--- src/rtl/sprite_layer_compositor.sv ---
`default_nettype none
// ============================================================================
// sprite_layer_compositor -- RGB332 sprite priority mux plus per-frame player
// collision reporting with cooldown. Option macro: SPRITE_COLLISION_OVERLAY_EN
// Revision: 1.0
// ============================================================================
module sprite_layer_compositor #(
  parameter int         NUM_LAYERS      = 4,
  parameter logic [7:0] MASK_VALUE      = 8'h62,
  parameter logic [7:0] BG_COLOR        = 8'h00,
  parameter int         COOLDOWN_FRAMES = 30
) (
  input  logic                         clk,
  input  logic                         resetN,
  input  logic                         frame_start,
  input  logic                         pixel_valid,
  input  logic [NUM_LAYERS-1:0][7:0]   layer_color,
  output logic [7:0]                   rgb_out,
  output logic                         rgb_valid,
  output logic [NUM_LAYERS-1:0]        collision_vec,
  output logic                         collision_pulse
);

  localparam logic [7:0] CD_RELOAD = 8'(COOLDOWN_FRAMES);

  typedef enum logic [1:0] {
    IDLE   = 2'd0,
    ACCUM  = 2'd1,
    REPORT = 2'd2
  } state_t;

  logic [NUM_LAYERS-1:0][7:0] s1_color;
  logic [NUM_LAYERS-1:0]      s1_opaque;
  logic                       s1_valid;
  logic [NUM_LAYERS-1:0]      opaque;
  logic [NUM_LAYERS-1:0]      hit;
  logic [NUM_LAYERS-1:0]      cd_idle;
  logic [NUM_LAYERS-1:0]      rep;
  logic [NUM_LAYERS-1:0]      acc;
  logic [7:0]                 cd [1:NUM_LAYERS-1];
  logic [7:0]                 prio_color;
  logic [7:0]                 next_rgb;
  state_t                     state;

  generate
    for (genvar k = 0; k < NUM_LAYERS; k++) begin : g_layer
      assign opaque[k] = (layer_color[k] != MASK_VALUE);
      if (k == 0) begin : g_player
        // The player never collides with itself and has no cooldown.
        assign hit[k]     = 1'b0;
        assign cd_idle[k] = 1'b0;
      end else begin : g_other
        assign hit[k]     = s1_valid & s1_opaque[0] & s1_opaque[k];
        assign cd_idle[k] = (cd[k] == 8'd0);
      end
    end
  endgenerate

  assign rep = acc & cd_idle;

  // Scan from the lowest priority upward so the lowest opaque index wins.
  always_comb begin
    prio_color = BG_COLOR;
    for (int k = NUM_LAYERS - 1; k >= 0; k--) begin
      if (s1_opaque[k]) prio_color = s1_color[k];
    end
  end

`ifdef SPRITE_COLLISION_OVERLAY_EN
  localparam logic [7:0] OVERLAY_COLOR = 8'hE0;

  always_comb begin
    next_rgb = 8'h00;
    if (s1_valid) next_rgb = (|hit) ? OVERLAY_COLOR : prio_color;
  end
`else
  assign next_rgb = s1_valid ? prio_color : 8'h00;
`endif

  always_ff @(posedge clk or negedge resetN) begin
    if (!resetN) begin
      s1_color  <= '0;
      s1_opaque <= '0;
      s1_valid  <= 1'b0;
      rgb_out   <= 8'h00;
      rgb_valid <= 1'b0;
    end else begin
      s1_color  <= layer_color;
      s1_opaque <= opaque;
      s1_valid  <= pixel_valid;
      rgb_out   <= next_rgb;
      rgb_valid <= s1_valid;
    end
  end

  always_ff @(posedge clk or negedge resetN) begin
    if (!resetN) begin
      state           <= IDLE;
      acc             <= '0;
      collision_vec   <= '0;
      collision_pulse <= 1'b0;
      for (int k = 1; k < NUM_LAYERS; k++) cd[k] <= 8'd0;
    end else begin
      collision_pulse <= 1'b0;
      case (state)
        IDLE: begin
          if (frame_start) state <= ACCUM;
        end
        ACCUM: begin
          // The hit in flight on the closing edge still belongs to this frame.
          acc <= acc | hit;
          if (frame_start) state <= REPORT;
        end
        REPORT: begin
          collision_vec   <= rep;
          collision_pulse <= |rep;
          acc             <= hit;
          for (int k = 1; k < NUM_LAYERS; k++) begin
            if (rep[k])              cd[k] <= CD_RELOAD;
            else if (cd[k] != 8'd0)  cd[k] <= cd[k] - 8'd1;
          end
          state <= ACCUM;
        end
        default: state <= IDLE;
      endcase
    end
  end

endmodule
`default_nettype wire

--- config.mk ---
export PLATFORM = sky130hd
export DESIGN_NAME = sprite_layer_compositor
export DESIGN_NICKNAME = d
export VERILOG_FILES = /design/src/rtl/sprite_layer_compositor.sv
export SDC_FILE = /design/constraint.sdc
export NUM_CORES = 1
export LEC_CHECK = 0
export ABC_CLOCK_PERIOD_IN_PS = 2700
export CAP_MARGIN = 20
export CELL_PAD_IN_SITES_DETAIL_PLACEMENT = 1
export CELL_PAD_IN_SITES_GLOBAL_PLACEMENT = 2
export CORE_AREA = 2 2 99 101
export DETAILED_ROUTE_END_ITERATION = 8
export DIE_AREA = 0 0 101 103
export PLACE_DENSITY_LB_ADDON = 0.1
export SYNTH_ARGS = -nofsm -noshare
export SYNTH_HDL_FRONTEND = slang
export SYNTH_SLANG_ARGS = --single-unit
--- constraint.sdc ---
create_clock -name clk -period 2.7 [get_ports clk]
set_input_delay 0.54 -clock clk [delete_from_list [all_inputs] [get_ports clk]]
set_output_delay 0.54 -clock clk [all_outputs]
set_load 0.01 [all_outputs]
Word-level counts from Yosys, hierarchy flattened
Index checks and enable logic that the tools add are counted.
Widths: inputs -> output; s select.

word-level totals
  bits in registers = 81
  latch bits = 0
  memory bits (writable) = 0
  bits in read-only memories = 0
  input bits = 36
  output and inout bits = 14
  logic and storage cells = 64
  memories kept = 0

operators by class
  add/subtract/negate cells = 3
  multipliers = 0
  divide/modulo/power cells = 0
  $lt $le $gt $ge = 0
  eq/ne operators = 8
  shift-type cells = 0
  muxes and demuxes = 16
  bitwise operators = 6
  reduce and logical (&&, ||, !) cells = 16

operators by type and width
  operator             number
  $mux 8               11
  $ne 8x7->1 const B   4
  $logic_not 8->1      3
  $reduce_bool 8->1    3
  $sub 8x1->8 const B  3
  $pmux 4 s2           1
  $reduce_and 2->1     4
  $reduce_bool 2->1    4
  $pmux 2 s3           1
  $and 1x1->1          4
  $and 4x4->4          1
  $mux 2               2
  $ne 2x2->1 const B   2
  $or 4x4->4           1
  $reduce_or 4->1      1
  $eq 2x1->1 const B   1
  $eq 2x2->1 const B   1
  $logic_not 2->1      1
  $mux 1               1

Logic depth before layout (Yosys ltp)
  depth after elaboration = 5
  mapped depth = 7
  mapped depth without buffers = 6

Least setup slack after synthesis
OpenSTA, ideal clock, no wires.

  path type = reg2reg
  start point = register state[0]
  end point = register cd[15] (netlist name)
  setup time = 0.077 ns
  arrival = 1.913 ns
  data required time = 2.623 ns
  setup slack = 0.710 ns
  cell stages (with the launch flop) = 7
  path buffers = 0
  period minus slack after synthesis = 1.990 ns
  path through = dfrtp_1 -> inv_1 -> ha_1 -> or4b_4 -> or3_1 -> or3_1 -> a21oi_1

between the ends
  longest elaborated chain between the ends = 2

RTL lines
  element                         RTL line  text
  start: declaration              43        state_t state;
  start signal: assignment        98        state <= IDLE;
  start signal: assignment        107       if (frame_start) state <= ACCUM;
  start signal: assignment        112       if (frame_start) state <= REPORT;
  $eq 2x2->1                      105       case (state)
  $reduce_and 2->1 (no line)      n/a
  end signal: indexed assignment  119       if (rep[k]) cd[k] <= CD_RELOAD;
  end: declaration                40        logic [7:0] cd [1:NUM_LAYERS-1];

No other way between the ends.
A chain may end at the register's enable or synchronous reset.

Worst setup path after layout
Ends and elaborated chain as after synthesis.

==> summary.md <==
| Metric | Value |
|---|---|
| Status | `complete, no violations` |
| Worst VDD drop | `0.000290 V` |
| Commonest non-fill, non-tap cells in the layout | `dfrtp_1, clkdlybuf4s50_1, inv_1` |
| Worst-margin pin slew | `0.581 ns` |
| Detailed Routing Iterations Pass 1 | `4` |
| EDFF count, synth | `0` |
| Gate power share | `26.0%` |
| Cell Count Post-Placement | `424` |
| Area delta synth->final | `24.9%` |
| WS Path Type | `reg -> reg` |
| Clk root buf | `clkbuf_8` |
| Clock Skew | `0.0108 ns` |
| Die Wd | `101 um` |
| Switching share of power | `34.2%` |
| CP max stage delay | `0.47 ns` |
| Nets | `365` |
| Critical Path Sink Type | `flip-flop` |
| TritonCTS clock tree | `built` |
| Residual DRC | `0` |
| Synth Instances | `271` |
| Slowest CP cell | `or4b_4` |
| Crit path arrival time | `2.32 ns` |
| Row Count | `36` |
| Worst R2R Setup Slack | `0.67 ns` |
| Top_reg_cell synth | `dfrtp_1` |
| Post-DR vias/cell | `5.09` |
| Largest fanout on the critical path | `4` |
| Sequential cell area | `1980 sq um` |
| Via count | `2,241` |
| Worst Reg-to-Reg Cells | `6` |
| Die area | `10,400 sq um` |
| Post-CTS sizing | `0` |
| CORE AREA | `9460 sq um` |
| Global route total overflow | `0` |
| Starting Density | `34.0%` |
| Fin Setup TNS | `0 ns` |
| Reg2reg end | `cd[15]$_DFFE_PN0P_` |
| All-Layer GR Usage | `14.5%` |
| CTS Buf Count | `9` |
| PortBufs | `48` |
| Worst-path clk slew | `0.09 ns` |
| Layout cell share with drive strength beyond 1 | `10.7%` |
| Worst path top cell family by delay | `simple AND/OR/NAND/NOR gates` |
| Number of library cell types mapped by synthesis | `47` |
| Final Cycle Share | `75.1%` |
| Drt initial violations | `54` |
| Vias in the first global route | `2,301` |
| Ant. Diodes | `0` |
| Worst EP required | `2.99 ns` |
| WP buf/inv | `1` |
| Hold Crit Class | `in -> async` |
| Fin area | `4010 sq um` |
| Die Ht | `103 um` |
| First-pass GRT wire length | `11,400 um` |
| Clock Path Buffers | `2` |
| Filler cells | `1,043` |
| Psw | `1.19 mW` |
| Slew margin rel. | `61.2%` |
| Final Hold Vio Count | `0` |
| Hold Buf Count CTS | `0` |
| Reg power frac | `47.7%` |
| Synth Area per Inst | `11.9 sq um` |
| Post-Syn Nets | `315` |
| Clk pwr share | `26.3%` |
| Flops & latches, synth | `79` |
| Final Critical Period | `2.03 ns` |
| RSZ-0062 raised after global routing | `no` |
| Initial antenna violation count | `0` |
| Total power | `3.49 mW` |
| Routed len/inst | `15.8 um` |
| Critical Path Most Common Cell | `or3_1` |
| Setup Fix Bufs, Post-CTS | `0` |
| Leak pwr | `1.69 nW` |
| Pint | `2.29 mW` |
| Yosys Warn Count | `0` |
| Pwr/cell area | `869 nW/um^2` |
| Synthesized area | `3210 sq um` |
| Number of top-level pins | `50` |
| Placer Congestion | `0.699` |
| Finished Layout Cells | `440` |
| Worst setup SP type | `flip-flop` |
| Post-synth ARST share | `100%` |
| Reg2reg start | `state[0]$_DFFE_PN0P_` |
| Finish-stage setup viols | `0` |
| Seq/Total Area, Yosys | `61.5%` |
| Clock latency on the worst-skew pair | `0.36 ns` |
| CTS sink count | `79` |
| DP Wirelength | `5030 um` |
| Crit-path cells | `inv_1 -> ha_1 -> or4b_4 -> or3_1 -> or3_1 -> a21oi_1` |
| Largest net degree at the start of global routing | `44` |
| Most common cell after layout, fill and taps aside | `dfrtp_1` |
| Multi-input gate area | `1100 sq um` |
| Placed Instance Area | `3810 sq um` |
| Post-detailed-routing wire length | `6960 um` |
| ANT nets after route | `0` |
| H-tree Lvls | `3` |
| Fmax | `493 MHz` |
| Max cap viols | `0` |
| Final max-slew violation count | `0` |
-- registers in the layout, indices dropped and copies added (netlist names) --
name / count
s1_valid: 1
cd: 24
s1_opaque: 4
acc: 3
s1_color: 32
collision_vec: 3
collision_pulse: 1
state: 2
rgb_out: 8
rgb_valid: 1
-- synthesized netlist by cell type (2+ instances only) --
| cell type | number | share of area, % |
|---|---|---|
| a21oi_1 | 12 | 1.9 |
| a221oi_1 | 8 | 2.2 |
| a22o_1 | 8 | 2.2 |
| a32o_1 | 4 | 1.2 |
| and3_2 | 2 | 0.47 |
| clkbuf_1 | 8 | 0.93 |
| dfrtp_1 | 79 | 62 |
| ha_1 | 8 | 3.1 |
| inv_1 | 23 | 2.7 |
| mux2_2 | 4 | 1.4 |
| nand2_1 | 14 | 1.6 |
| nand3_1 | 7 | 1.1 |
| nor2_1 | 13 | 1.5 |
| nor2b_1 | 3 | 0.58 |
| nor3_1 | 5 | 0.78 |
| nor4_1 | 5 | 0.97 |
| nor4b_1 | 6 | 1.6 |
| nor4bb_1 | 4 | 1.2 |
| o21ai_0 | 18 | 2.8 |
| o31ai_1 | 2 | 0.47 |
| o31ai_2 | 2 | 0.78 |
| or3_1 | 4 | 0.78 |
| or3_2 | 2 | 0.47 |
| or3b_2 | 2 | 0.55 |
| or4_1 | 2 | 0.47 |
| xor2_1 | 5 | 1.4 |
-- worst max-delay path by stage --
stage                     cells past startpoint                  from                  to  slack, ns
after floorplan                               6  state[0]$_DFFE_PN0P_  cd[15]$_DFFE_PN0P_       0.71
after global placement                        6  state[0]$_DFFE_PN0P_  cd[15]$_DFFE_PN0P_       0.74
after detailed placement                      6  state[0]$_DFFE_PN0P_  cd[15]$_DFFE_PN0P_       0.67
after CTS                                     6  state[0]$_DFFE_PN0P_  cd[15]$_DFFE_PN0P_       0.66
after global routing                          6    cd[16]$_DFFE_PN0P_  cd[17]$_DFFE_PN0P_       0.50
final                                         6  state[0]$_DFFE_PN0P_  cd[15]$_DFFE_PN0P_       0.67
-- kinds of logic after synthesis --
logic type      synth area share (%)
mux                             1.71
simple gates                    14.4
xor+xnor                        1.36
buf+inv                         4.40
other cells                    0.117
compound gates                  13.4
flops                           61.5
fa+ha+maj                       3.11
-- final cells by class --
type,instances,area share (%)
multi-input combinational,158,27.3
timing repair buffer,50,12.6
tap,114,3.55
clock inverter,7,2.06
clock buffer,9,3.09
sequential,79,49.3
inverter,23,2.15
-- power by group through the flow --
stage | Clock (mW) | Sequential, mW | Combinational [mW]
global route | 1.00 | 1.71 | 1.04
detailed placement | 0 | 1.69 | 0.917
CTS | 0.954 | 1.67 | 0.925
global placement | 0 | 1.69 | 0.900
finish | 0.917 | 1.67 | 0.905
floorplan | 0 | 1.64 | 0.633
-- through the flow --
| stage | hold WS (ns) | utilization, % | setup slack (ns) |
|---|---|---|---|
| floorplan | 0.244 | - | 0.710 |
| global placement | 0.370 | 40.3 | 0.741 |
| detailed placement | 0.377 | 40.3 | 0.668 |
| CTS | 0.153 | 42.4 | 0.656 |
| global route | 0.173 | 42.4 | 0.501 |
| finish | 0.143 | 42.4 | 0.673 |
-- routing by layer --
metal / up-vias / global-route usage, % / wire length (um)
met4: 0 / 5.93 / 114
met2: 43 / 23.9 / 3460
met3: 8 / 3.93 / 236
met5: - / 0 / 0
li1: 1065 / - / -
met1: 1125 / 18.0 / 3150
Note: power is estimated with default switching activity, not from simulation.
